==> src/rtl/alu_pkg.sv <==
// ---------------------------------------------------------------------------
// alu_pkg
// Types and constants shared by the 6-bit ALU's command buffer
// (alu_cmd_fifo) and the ALU-side result capture stage.
//
//   ALU_DATA_W : operand width (ALU a/b/s)
//   ALU_OP_W   : mode-select width (ALU m)
//   alu_cmd_t  : one operand command {a, b, m}
// ---------------------------------------------------------------------------
package alu_pkg;

    localparam int ALU_DATA_W = 6;
    localparam int ALU_OP_W   = 2;

    typedef struct packed {
        logic [ALU_DATA_W-1:0] a;
        logic [ALU_DATA_W-1:0] b;
        logic [ALU_OP_W-1:0]   m;
    } alu_cmd_t;

endpackage

==> src/rtl/alu_cmd_mem.sv <==
// ---------------------------------------------------------------------------
// alu_cmd_mem
// DEPTH-entry storage array of alu_cmd_t words. Synchronous write,
// asynchronous read. Contents are not reset.
//
// Ports:
//   clk   : rising-edge clock
//   we    : write enable
//   waddr : write address
//   wdata : command to store
//   raddr : read address
//   rdata : command at raddr (combinational)
// ---------------------------------------------------------------------------
module alu_cmd_mem
    import alu_pkg::*;
#(
    parameter int DEPTH = 4
) (
    input  logic                     clk,
    input  logic                     we,
    input  logic [$clog2(DEPTH)-1:0] waddr,
    input  alu_cmd_t                 wdata,
    input  logic [$clog2(DEPTH)-1:0] raddr,
    output alu_cmd_t                 rdata
);

    alu_cmd_t mem [DEPTH];

    always_ff @(posedge clk) begin
        if (we) begin
            mem[waddr] <= wdata;
        end
    end

    assign rdata = mem[raddr];

endmodule

==> src/rtl/alu_cmd_fifo.sv <==
// ---------------------------------------------------------------------------
// alu_cmd_fifo
// Command buffer in front of the 6-bit ALU. Accepts {a, b, m} commands over
// a valid/ready handshake, stores them in a DEPTH-entry FIFO, and presents
// the oldest command on registered outputs wired straight to the ALU.
//
// Ports:
//   clk, rst_n          : clock, synchronous active-low reset
//   in_valid / in_ready : producer handshake (in_ready = not full)
//   in_a, in_b, in_m    : command from producer
//   out_valid/out_ready : consumer handshake (pop of the head command)
//   alu_a, alu_b, alu_m : registered head command, to ALU a/b/m
//   count               : occupancy 0..DEPTH (includes the head register)
//   ovf_sticky          : only with ALU_CMD_FIFO_OVF_FLAG_EN defined; set
//                         when in_valid is seen while full, cleared by reset
// ---------------------------------------------------------------------------
module alu_cmd_fifo
    import alu_pkg::*;
#(
    parameter int DATA_W = ALU_DATA_W,
    parameter int OP_W   = ALU_OP_W,
    parameter int DEPTH  = 4
) (
    input  logic                     clk,
    input  logic                     rst_n,
    input  logic                     in_valid,
    output logic                     in_ready,
    input  logic [DATA_W-1:0]        in_a,
    input  logic [DATA_W-1:0]        in_b,
    input  logic [OP_W-1:0]          in_m,
    output logic                     out_valid,
    input  logic                     out_ready,
    output logic [DATA_W-1:0]        alu_a,
    output logic [DATA_W-1:0]        alu_b,
    output logic [OP_W-1:0]          alu_m,
    output logic [$clog2(DEPTH):0]   count
`ifdef ALU_CMD_FIFO_OVF_FLAG_EN
    ,
    output logic                     ovf_sticky
`endif
);

    localparam int AW = $clog2(DEPTH);
    localparam int CW = AW + 1;

    logic [AW-1:0] wr_ptr;
    logic [AW-1:0] rd_ptr;
    logic          push;
    logic          pop;
    alu_cmd_t      in_cmd;
    alu_cmd_t      next_cmd;

    // The head entry stays in memory too, so memory alone is full at
    // count == DEPTH and the entry after the head lives at rd_ptr + 1.
    assign in_ready = (count != CW'(DEPTH));
    assign push     = in_valid && in_ready;
    assign pop      = out_valid && out_ready;

    always_comb begin
        in_cmd   = '0;
        in_cmd.a = in_a;
        in_cmd.b = in_b;
        in_cmd.m = in_m;
    end

    alu_cmd_mem #(
        .DEPTH (DEPTH)
    ) u_mem (
        .clk   (clk),
        .we    (push),
        .waddr (wr_ptr),
        .wdata (in_cmd),
        .raddr (rd_ptr + AW'(1)),
        .rdata (next_cmd)
    );

    // Pointers and occupancy.
    always_ff @(posedge clk) begin
        if (!rst_n) begin
            wr_ptr <= '0;
            rd_ptr <= '0;
            count  <= '0;
        end else begin
            if (push) begin
                wr_ptr <= wr_ptr + AW'(1);
            end
            if (pop) begin
                rd_ptr <= rd_ptr + AW'(1);
            end
            case ({push, pop})
                2'b10:   count <= count + CW'(1);
                2'b01:   count <= count - CW'(1);
                default: count <= count;
            endcase
        end
    end

    // Head register. A new command bypasses memory when it becomes the head
    // at once (FIFO empty, or the only entry is being popped). On a pop that
    // empties the FIFO only out_valid drops; the last values are held.
    always_ff @(posedge clk) begin
        if (!rst_n) begin
            out_valid <= 1'b0;
            alu_a     <= '0;
            alu_b     <= '0;
            alu_m     <= '0;
        end else if (pop && (count >= CW'(2))) begin
            out_valid <= 1'b1;
            alu_a     <= next_cmd.a;
            alu_b     <= next_cmd.b;
            alu_m     <= next_cmd.m;
        end else if (push && ((count == '0) || pop)) begin
            out_valid <= 1'b1;
            alu_a     <= in_a;
            alu_b     <= in_b;
            alu_m     <= in_m;
        end else if (pop) begin
            out_valid <= 1'b0;
        end
    end

`ifdef ALU_CMD_FIFO_OVF_FLAG_EN
    always_ff @(posedge clk) begin
        if (!rst_n) begin
            ovf_sticky <= 1'b0;
        end else if (in_valid && !in_ready) begin
            ovf_sticky <= 1'b1;
        end
    end
`endif

endmodule
==> config.mk <==
export PLATFORM = sky130hd
export DESIGN_NAME = alu_cmd_fifo
export DESIGN_NICKNAME = d
export VERILOG_FILES = /design/src/rtl/alu_pkg.sv /design/src/rtl/alu_cmd_mem.sv /design/src/rtl/alu_cmd_fifo.sv
export SDC_FILE = /design/constraint.sdc
export NUM_CORES = 1
export LEC_CHECK = 0
export CORE_MARGIN = 2
export CORE_UTILIZATION = 50
export CTS_CLUSTER_DIAMETER = 80
export DETAILED_ROUTE_END_ITERATION = 12
export GPL_TIMING_DRIVEN = 1
export HOLD_SLACK_MARGIN = 0.02
export PLACE_DENSITY = 0.72
export SLEW_MARGIN = 20
export SYNTH_ARGS = -nofsm -noshare
export SYNTH_HDL_FRONTEND = slang
export SYNTH_SLANG_ARGS = --single-unit
==> constraint.sdc <==
create_clock -name clk -period 2.4 [get_ports clk]
set_clock_uncertainty 0.15 [all_clocks]
set_input_delay 0.72 -clock clk [delete_from_list [all_inputs] [get_ports clk]]
set_output_delay 0.72 -clock clk [all_outputs]
set_load 0.02 [all_outputs]
# Yosys cells after proc, flatten, opt, wreduce, memory -nomap -nowiden
# Memories as Yosys holds them, arrays and structs flattened.
# Index checks and enable logic that the tools add are counted.
# Widths: inputs -> output; s select.
# op_classes
add_sub_neg	4
order_cmp	1
n_eq_ne	3
n_mux	12
n_reduce_logical	9
# op_table
op	count
$mux 6	4
$pmux 3 s2	1
$mux 1	5
$add 2x1->2 const B	2
$logic_and 1x1->1	4
$mux 2	2
$reduce_bool 2->1	2
$add 3x1->3 const B	1
$ge 3x2->1 const B	1
$logic_not 3->1	1
$ne 3x3->1 const B	1
$reduce_bool 3->1	1
$sub 3x1->3 const B	1
$eq 2x1->1 const B	1
$eq 2x2->1 const B	1
$logic_or 1x1->1	1
# totals
regBits	22
mem_bits_rw	56
inputBits	18
out_inout_bits	19
wordCells	37
mem_count	1
# memory_table
name	words	word_bits	read_ports	rd_ports_with_merged_regs	wr	line_no	text
u_mem.mem	4	14	1	0	1	alu_cmd_mem.sv:27	alu_cmd_t mem [DEPTH];

# Longest topological paths before layout
# Gate-level depths: netlist of run 1.
# depth
word_depth	5
ltp_mapped	9
mapped_depth_nobuf	9

# By module
# From an unflattened synthesis of run 1, not the netlist that was laid out.
# unflattened
hier_cells	209
area_unflattened_um2	3353.2
# by_module_without_submodules
module	n_inst	cells_per_inst	area_per_inst_um2	seq_area_each_um2
alu_cmd_mem	1	77	2079.5	1681.6
alu_cmd_fifo	1	132	1273.7	440.4

# Worst setup path after synthesis of run 1
# Ideal clock, no wire load.
# synth_timing
path_kind	register -> register
startpoint	register count[2]
endpoint	register count[2]
setup_time_ps	70
t_arrival_ps	2365
required_ps	2180
path_slack_ps	-184
path_stages_with_launch	10
n_path_buf	0
synth_period_minus_slack_ps	2584
path_cell_list	dfxtp_1 nor3b_1 inv_1 nand2_1 ha_1 inv_1 fa_1 xor2_1 or3_2 a21oi_1
# synth_between
elab_chain_len	4
elab_cells_between_ends	8
cone_classes	2 x add/sub; 3 x eq/ne; 1 x mux; 2 x reduce/logical
# synth_lines
item	line_no	text
from (decl)	alu_cmd_fifo.sv:36	output logic [$clog2(DEPTH):0] count
from (signal assigned)	alu_cmd_fifo.sv:91	2'b10: count <= count + CW'(1);
from (signal assigned)	alu_cmd_fifo.sv:92	2'b01: count <= count - CW'(1);
from (signal assigned)	alu_cmd_fifo.sv:93	default: count <= count;
$ne 3x3->1 *	alu_cmd_fifo.sv:55	assign in_ready = (count != CW'(DEPTH));
named net in_ready	alu_cmd_fifo.sv:27	output logic in_ready,
$logic_and 1x1->1 *	alu_cmd_fifo.sv:56	assign push = in_valid && in_ready;
$eq 2x1->1 / $eq 2x2->1 (equally long branches)	alu_cmd_fifo.sv:90	case ({push, pop})
$pmux 3 s2 / $reduce_bool 2->1 (equally long branches)	-	
# The timed path passes the listed nets; every way through them passes the cells marked *.
# A chain may end at the register's enable or synchronous reset.

# Worst setup path in the final report of run 1
# layout_timing
startpoint	register count[1]
endpoint	output count[1]
# No word-level cell between the ends.

==> results of run 1 <==
## stage by stage
stage / total power, uW / cells
2_1_floorplan: 2325 / 210
3_3_place_gp: 2657 / 333
3_5_place_dp: 2677 / 333
4_1_cts: 3842 / 349
5_1_grt: 3977 / 349
6_report: 3814 / 349
## worst reg2reg max path, cell delays in order, from the launching register on
cell and delay (ns):
dfxtp_2 0.41, nor3b_2 0.25, inv_2 0.11, nand2_1 0.09, ha_2 0.17, inv_1 0.05
fa_2 0.33, xor2_1 0.15, or3_2 0.41, a21oi_1 0.12
## metal layers
metal,wire (um),GRT usage,vias to the layer above
met5,0,0,-
met4,114,0.07244,0
met3,203,0.03810,13
met2,3145,0.2988,33
met1,2966,0.2549,1013
li1,-,-,933
## power by group through the flow
stage	clock network, uW	registers [uW]	logic, uW
after floorplan	0	1800	524
after global placement	0	1700	961
after detailed placement	0	1700	974
after CTS	1190	1670	974
after global routing	1240	1690	1040
final	1170	1670	967
## logic make-up after synthesis
kind of cell             count (synthesis)
AO/OA/AOI/OAI                           38
XOR/XNOR                                 4
adder cells (fa/ha/maj)                  6
buffers and inverters                   37
flip-flops                              78
multiplexers                            14
AND/OR/NAND/NOR                         33
## cell type report
| cell class | count | area share |
|---|---|---|
| Clock buffer | 9 | 0.02960 |
| Multi-Input combinational cell | 95 | 0.2499 |
| Tap cell | 77 | 0.02302 |
| Inverter | 23 | 0.02063 |
| Sequential cell | 78 | 0.5073 |
| Timing Repair Buffer | 60 | 0.1405 |
| Clock inverter | 7 | 0.02900 |
## cells in the mapped netlist, drive strengths merged
cell type,number
edfxtp,56
a221oi,28
inv,23
dfxtp,22
mux4,14
buf,10
nand2b,8
or2b,7
a21oi,5
ha,5
nor2,5
and3,4
xor2,4
clkbuf,3
nand3,3
o21ai,3
nand2,2
or3,2
a21o,1
dlygate4sd1,1
fa,1
nor3,1
nor3b,1
o211ai,1
## sequential cells by signal, summed over array words and instances, names as in the netlist
register and flops:
alu_m 2, count 3, alu_a 6, rd_ptr 2, out_valid 1, alu_b 6
u_mem.mem 56, wr_ptr 2
## placed cells by master (no fill, tap or decap), types with 2 or more instances in the layout
| master | instances |
|---|---|
| edfxtp_1 | 56 |
| clkdlybuf4s50_1 | 34 |
| inv_1 | 22 |
| dfxtp_1 | 21 |
| buf_4 | 20 |
| a221oi_1 | 19 |
| a221oi_2 | 9 |
| clkbuf_8 | 9 |
| mux4_2 | 8 |
| nand2b_1 | 8 |
| or2b_2 | 7 |
| mux4_1 | 6 |
| nor2_1 | 5 |
| a21oi_1 | 5 |
| and3_1 | 4 |
| xor2_1 | 4 |
| ha_1 | 4 |
| buf_12 | 4 |
| o21ai_0 | 3 |
| nand3_1 | 3 |
| clkinvlp_4 | 3 |
| bufinv_16 | 3 |
| dlygate4sd2_1 | 2 |
## path summary, 6_finish.rpt
path | startpoint | end | slack, ns | depth (start not counted)
worst min-delay path | alu_m[0] | alu_m[0] | 0.31 | 2
worst max register to register | count[2] | count[2] | 0.11 | 9
worst min register to register | alu_m[0] | alu_m[0] | 0.31 | 2
worst max-delay path | count[1] | count[1] | 0.07 | 2
## repair_timing
item	in CTS	in global routing
buffers inserted	0	0
hold endpoints to repair	0	0
endpoints found under the setup margin	2	0
gates resized for setup	2	0
==> flow_summary.rst, run 1 <==
.. list-table::
   :header-rows: 1

   * - Metric
     - Value
   * - Outcome
     - finished clean
   * - Master cell of the clock root buffer
     - clkbuf_8
   * - I/O pins
     - 37
   * - Floorplan core area
     - 0.006459 mm^2
   * - Post-synthesis share of cell area spent on full adders, half adders and majority gates
     - 0.02442
   * - Total Routing Usage GR
     - 0.1869
   * - Number of nets in the finished design
     - 291
   * - Transition time of the tightest slew-check pin
     - 0.4172 ns
   * - Vias per cell
     - 5.708
   * - Highest achievable clock rate
     - 0.4291 GHz
   * - Post-CTS Hold Fix Bufs
     - 0
   * - Post-synthesis cell count
     - 210
   * - Synth top area share
     - 0.4972
   * - Part of the total power dissipated in the clock network
     - 0.308
   * - Setup_tns
     - 0 ns
   * - Maximum vdd ir drop
     - 0.0005026 V
   * - Crit-path max cell delay
     - 0.62 ns
   * - Setup violation total in the final timing report
     - 0
   * - Relative contribution of sequential cells to total power
     - 0.438
   * - Peak fanout along the critical path
     - 6
   * - Sequential cell area
     - 0.002123 mm^2
   * - Leakage Power
     - 0.001459 uW
   * - Effective utilization at floorplan
     - 0.5236
   * - RePlAce Congestion
     - 0.6974
   * - Hold violation count in the final report
     - 0
   * - GR Overflow Total
     - 0
   * - Largest delay share family, worst path
     - buffers and inverters
   * - Diodes inserted
     - 0
   * - Multiplexer fraction of the synthesized cell area
     - 0.09989
   * - Fraction of power spent switching nets
     - 0.2825
   * - Critical path type
     - flip-flop to output port
   * - Detail-routed net length per standard cell
     - 18.42 um
   * - Final design utilization
     - 0.6480
   * - TritonCTS clock tree
     - built
   * - Number of buffers added on ports
     - 36
   * - Chip height
     - 86.25 um
   * - Post-Place Setup Slack
     - -0.4115 ns
   * - Yosys reg bits
     - 78
   * - Fraction of final layout cells with drive strength greater than 1
     - 0.2684
   * - Area of placed instances
     - 0.003943 mm^2
   * - Worst relative slew slack
     - 0.7219
   * - Cell area after synthesis
     - 0.003382 mm^2
   * - Final setup margin
     - 0.06979 ns
   * - Multi-input combinational cell area
     - 0.001046 mm^2
   * - Cell Int Power
     - 2737 uW
   * - Maximum number of pins on one net before global-route repair
     - 29
   * - Count of nets left with antenna violations after detail routing
     - 0
   * - Area share of xor/xnor cells in the synthesized design
     - 0.01036
   * - Sort of element at the start of the critical path
     - flip-flop
   * - First-pass detailed-route iteration total
     - 5
   * - Register clock-pin slew on the reported worst setup and hold paths
     - 0.08 ns
   * - Mapped Avg Cell Area
     - 16.10 um^2
   * - YS warnings
     - 0
   * - Arrival @ worst endpoint
     - 1.46 ns
   * - Die footprint
     - 0.007438 mm^2
   * - Worst-case hold slack
     - 0.3122 ns
   * - Number of DRC markers after the initial detailed-route iteration
     - 106
   * - Number of buffer and inverter stages on the critical path
     - 2
   * - Count of vias placed by the detailed router
     - 1,992
   * - Die X-Extent
     - 86.25 um
   * - Worst-case clock buffer depth
     - 2
   * - Clock insertion delay at the later pin of the skew report
     - 0.34 ns
   * - Antenna violations before repair
     - 0
   * - Syn Nets
     - 234
   * - Net load switching power
     - 1077 uW
   * - # clock sinks
     - 78
   * - Max stage delay cell, worst path
     - clkdlybuf4s50_1
   * - Critical path cell sequence
     - buf_4 > clkdlybuf4s50_1
   * - Library cell with the largest summed area after synthesis
     - edfxtp_1
   * - Wirelength, routed
     - 6429 um
   * - Deepest level of the CTS H-tree
     - 3
   * - Endpoint required time on the critical path
     - 1.53 ns
   * - Pwr per Cell Area
     - 911.3 mW/mm^2
   * - Period utilization
     - 0.9709
   * - Fraction of the mapped netlist area in simple logic gates
     - 0.06104
   * - Seq/Total Area, Yosys
     - 0.6275
   * - DRC violations left
     - 0
   * - Fillers
     - 478
   * - Dominant combinational cell family by area after synthesis
     - compound AO/OA/AOI/OAI gates
   * - Final period demand of the worst path
     - 2.330 ns
   * - Share of total power in combinational logic
     - 0.254
   * - Placement row count
     - 29
   * - Area of all placed cells without fillers
     - 0.004185 mm^2
   * - Worst Setup End Kind
     - output port
   * - Area growth, synth to finish
     - 23.75%
   * - Path category of the worst min-delay check
     - flip-flop to flip-flop
   * - Number of global-route vias before repair
     - 1,957
   * - Main area contributors after synthesis
     - edfxtp_1 50%, dfxtp_1 13%, mux4_2 5.3%, a221oi_1 4.9%, mux4_1 4.7%
   * - TritonCTS Buffers
     - 9
   * - Post-synthesis cell type count
     - 32
   * - Synthesized-area fraction occupied by ao, oa, aoi and oai cells
     - 0.1091
   * - RSZ-0062 raised after global routing
     - no
   * - # Max-Cap Violations
     - 0
   * - Wire length of the first global-routing pass
     - 10,150 um
   * - Final Max Slew Viols
     - 0
   * - Detailed placement HPWL
     - 4120 um
(Power assumes the default switching activity.)
==> inputs of run 2 (changes only) <==
--- a/config.mk
+++ b/config.mk
@@ -12,6 +12,7 @@
 export GPL_TIMING_DRIVEN = 1
 export HOLD_SLACK_MARGIN = 0.02
 export PLACE_DENSITY = 0.72
+export SKIP_LAST_GASP = 1
 export SLEW_MARGIN = 20
 export SYNTH_ARGS = -nofsm -noshare
 export SYNTH_HDL_FRONTEND = slang
==> results of run 2 <==
The final DEF is identical to that of run 1; final timing and power are the same.
==> inputs of run 3 (changes only) <==
--- a/config.mk
+++ b/config.mk
@@ -5,6 +5,7 @@
 export SDC_FILE = /design/constraint.sdc
 export NUM_CORES = 1
 export LEC_CHECK = 0
+export CORE_ASPECT_RATIO = 1.1
 export CORE_MARGIN = 2
 export CORE_UTILIZATION = 50
 export CTS_CLUSTER_DIAMETER = 80
==> run 3 against run 2 <==
Net effect: sequential power about the same; wire length is 2.4% lower; maximum frequency down 0.68%; global-route usage decreased by 0.27 points; design area is 0.78% lower; non-clock buffer count shrank 1; die area hardly changed; clock power down 24%; utilization shrank 1.4 points; critical path depth grew 6; combinational power increased by 0.9%.
==> flow_summary.rst, run 3 (synthesized netlist as in run 1, its figures left out) <==
.. list-table::
   :header-rows: 1

   * - Metric
     - Value
   * - DRC violations left
     - 0 (unchanged)
   * - # clock sinks
     - 78 (unchanged)
   * - TritonCTS clock tree
     - built (unchanged)
   * - Count of vias placed by the detailed router
     - 1,969 (was 1,992)
   * - Worst-case clock buffer depth
     - 2 (unchanged)
   * - Final period demand of the worst path
     - 2.346 ns (was 2.330 ns)
   * - Number of buffers added on ports
     - 36 (unchanged)
   * - Setup violation total in the final timing report
     - 0 (unchanged)
   * - Final Max Slew Viols
     - 0 (unchanged)
   * - Placement row count
     - 31 (was 29)
   * - Outcome
     - finished clean (unchanged)
   * - Wirelength, routed
     - 6273 um (was 6429 um)
   * - Pwr per Cell Area
     - 851.9 mW/mm^2 (was 911.3 mW/mm^2)
   * - Die footprint
     - 0.007439 mm^2 (was 0.007438 mm^2)
   * - Setup_tns
     - 0 ns (unchanged)
   * - Fillers
     - 476 (was 478)
   * - Effective utilization at floorplan
     - 0.5159 (was 0.5236)
   * - Count of nets left with antenna violations after detail routing
     - 0 (unchanged)
   * - Area growth, synth to finish
     - 22.79% (was 23.75%)
   * - Maximum vdd ir drop
     - 0.0006072 V (was 0.0005026 V)
   * - Critical path type
     - input port to flip-flop (was flip-flop to output port)
   * - Detail-routed net length per standard cell
     - 17.77 um (was 18.42 um)
   * - GR Overflow Total
     - 0 (unchanged)
   * - Transition time of the tightest slew-check pin
     - 0.3758 ns (was 0.4172 ns)
   * - Area of placed instances
     - 0.003959 mm^2 (was 0.003943 mm^2)
   * - Number of nets in the finished design
     - 290 (was 291)
   * - Diodes inserted
     - 0 (unchanged)
   * - Period utilization
     - 0.9776 (was 0.9709)
   * - Commonest non-fill, non-tap cell in the layout
     - edfxtp_1 (unchanged)
   * - Max FFs per register
     - 56 (unchanged)
   * - Register clock-pin slew on the reported worst setup and hold paths
     - 0.07 ns (was 0.08 ns)
   * - Number of global-route vias before repair
     - 2,100 (was 1,957)
   * - Chip height
     - 90.26 um (was 86.25 um)
   * - Leakage Power
     - 0.001460 uW (was 0.001459 uW)
   * - Endpoint required time on the critical path
     - 2.50 ns (was 1.53 ns)
   * - Fraction of final layout cells with drive strength greater than 1
     - 0.2546 (was 0.2684)
   * - Largest registers
     - u_mem.mem (56), alu_a (6), alu_b (6) (unchanged)
   * - Highest achievable clock rate
     - 0.4262 GHz (was 0.4291 GHz)
   * - Master cell of the clock root buffer
     - clkbuf_8 (unchanged)
   * - Path category of the worst min-delay check
     - flip-flop to flip-flop (unchanged)
   * - Vias per cell
     - 5.578 (was 5.708)
   * - Worst Setup End Kind
     - flip-flop (was output port)
   * - RSZ-0062 raised after global routing
     - no (unchanged)
   * - I/O pins
     - 37 (unchanged)
   * - Largest register by flop count
     - u_mem.mem (unchanged)
   * - Clock insertion delay at the later pin of the skew report
     - 0.32 ns (was 0.34 ns)
   * - TritonCTS Buffers
     - 9 (unchanged)
   * - Wire length of the first global-routing pass
     - 10,230 um (was 10,150 um)
   * - Total Routing Usage GR
     - 0.1842 (was 0.1869)
   * - RePlAce Congestion
     - 0.6936 (was 0.6974)
   * - Sort of element at the start of the critical path
     - input port (was flip-flop)
   * - Detailed placement HPWL
     - 4098 um (was 4120 um)
   * - Maximum number of pins on one net before global-route repair
     - 29 (unchanged)
   * - Min-Delay Path Depth
     - 2 (unchanged)
   * - Worst-case hold slack
     - 0.3124 ns (was 0.3122 ns)
   * - Die X-Extent
     - 82.42 um (was 86.25 um)
   * - Floorplan core area
     - 0.006555 mm^2 (was 0.006459 mm^2)
   * - Antenna violations before repair
     - 0 (unchanged)
   * - Commonest cells after routing, fill and taps aside
     - 56 x edfxtp_1, 33 x clkdlybuf4s50_1, 22 x inv_1, 21 x dfxtp_1, 19 x a221oi_1 (was 56 x edfxtp_1, 34 x clkdlybuf4s50_1, 22 x inv_1, 21 x dfxtp_1, 20 x buf_4)
   * - Deepest level of the CTS H-tree
     - 3 (unchanged)
   * - Area of all placed cells without fillers
     - 0.004153 mm^2 (was 0.004185 mm^2)
   * - Hold violation count in the final report
     - 0 (unchanged)
   * - Arrival @ worst endpoint
     - 2.45 ns (was 1.46 ns)
   * - Cell count of the worst reg-to-reg path
     - 9 (unchanged)
   * - # Max-Cap Violations
     - 0 (unchanged)
   * - Worst relative slew slack
     - 0.7495 (was 0.7219)
   * - First-pass detailed-route iteration total
     - 5 (unchanged)
   * - Peak fanout along the critical path
     - 2 (was 6)
   * - Number of DRC markers after the initial detailed-route iteration
     - 114 (was 106)
run 3: changes by cell type in the layout (fill, tap and decap cells not counted), moves of 2 or more:
cell,change
clkinv_2,+3
clkinv_1,+2
buf_12,+2
clkinvlp_4,-3
buf_4,-3
bufinv_16,-2
run 3: worst max-delay path: stages:
cell and delay (ns):
clkdlybuf4s50_1 0.42, nand2_1 0.07, ha_2 0.17, inv_1 0.05
fa_2 0.33, xor2_1 0.15, or3_2 0.40, a21oi_1 0.13
run 3: power breakdown:
group / switching (uW) / internal [uW] / leakage, uW / total (uW)
sequential: 75.0 / 1590 / 0.000696 / 1670
combinational: 515 / 461 / 0.000669 / 976
clock: 424 / 469 / 0.0000949 / 893
total: 1010 / 2520 / 0.00146 / 3540
run 3: routing by layer:
metal  share of wire  routed length [um]  GRT usage
met3           0.042                 264    0.03000
met1            0.41                2595     0.2356
met5               0                   0          0
met4           0.010                  63    0.05833
met2            0.53                3349     0.3145
run 3: cell type report:
type | count | area (um^2) | area share
inverters | 23 | 86.33 | 0.02079
clock buffers | 10 | 127.6 | 0.03073
repair buffers | 59 | 608.1 | 0.1464
well taps | 82 | 102.6 | 0.02471
flip-flops and latches | 78 | 2123 | 0.5113
multi-input cells | 95 | 1052 | 0.2534
clock inverters | 6 | 52.55 | 0.01265
run 3: repair_timing:
item                                    in CTS  in global routing
pin swaps                                    0                  0
hold buffers                                 0                  0
endpoints found under the setup margin       2                  2
gates resized for setup                      3                  1
setup buffers                                0                  1
run 3: final timing paths:
path	slack (ns)	to	startpoint
min reg2reg	0.31	alu_b[3]	alu_b[3]
min	0.31	alu_b[3]	alu_b[3]
max reg2reg	0.10	count[2]	count[2]
max	0.05	count[2]	in_valid
run 3: per-stage QoR:
step	power, uW	instances	util	setup slack, ns
3_3_place_gp	2656	336	0.6039	-0.3769
6_report	3538	353	0.6335	0.05375
2_1_floorplan	2325	210	-	0.003712
5_1_grt	3707	353	0.6335	0.004218
4_1_cts	3577	352	0.6320	0.04322
3_5_place_dp	2680	336	0.6039	-0.4358
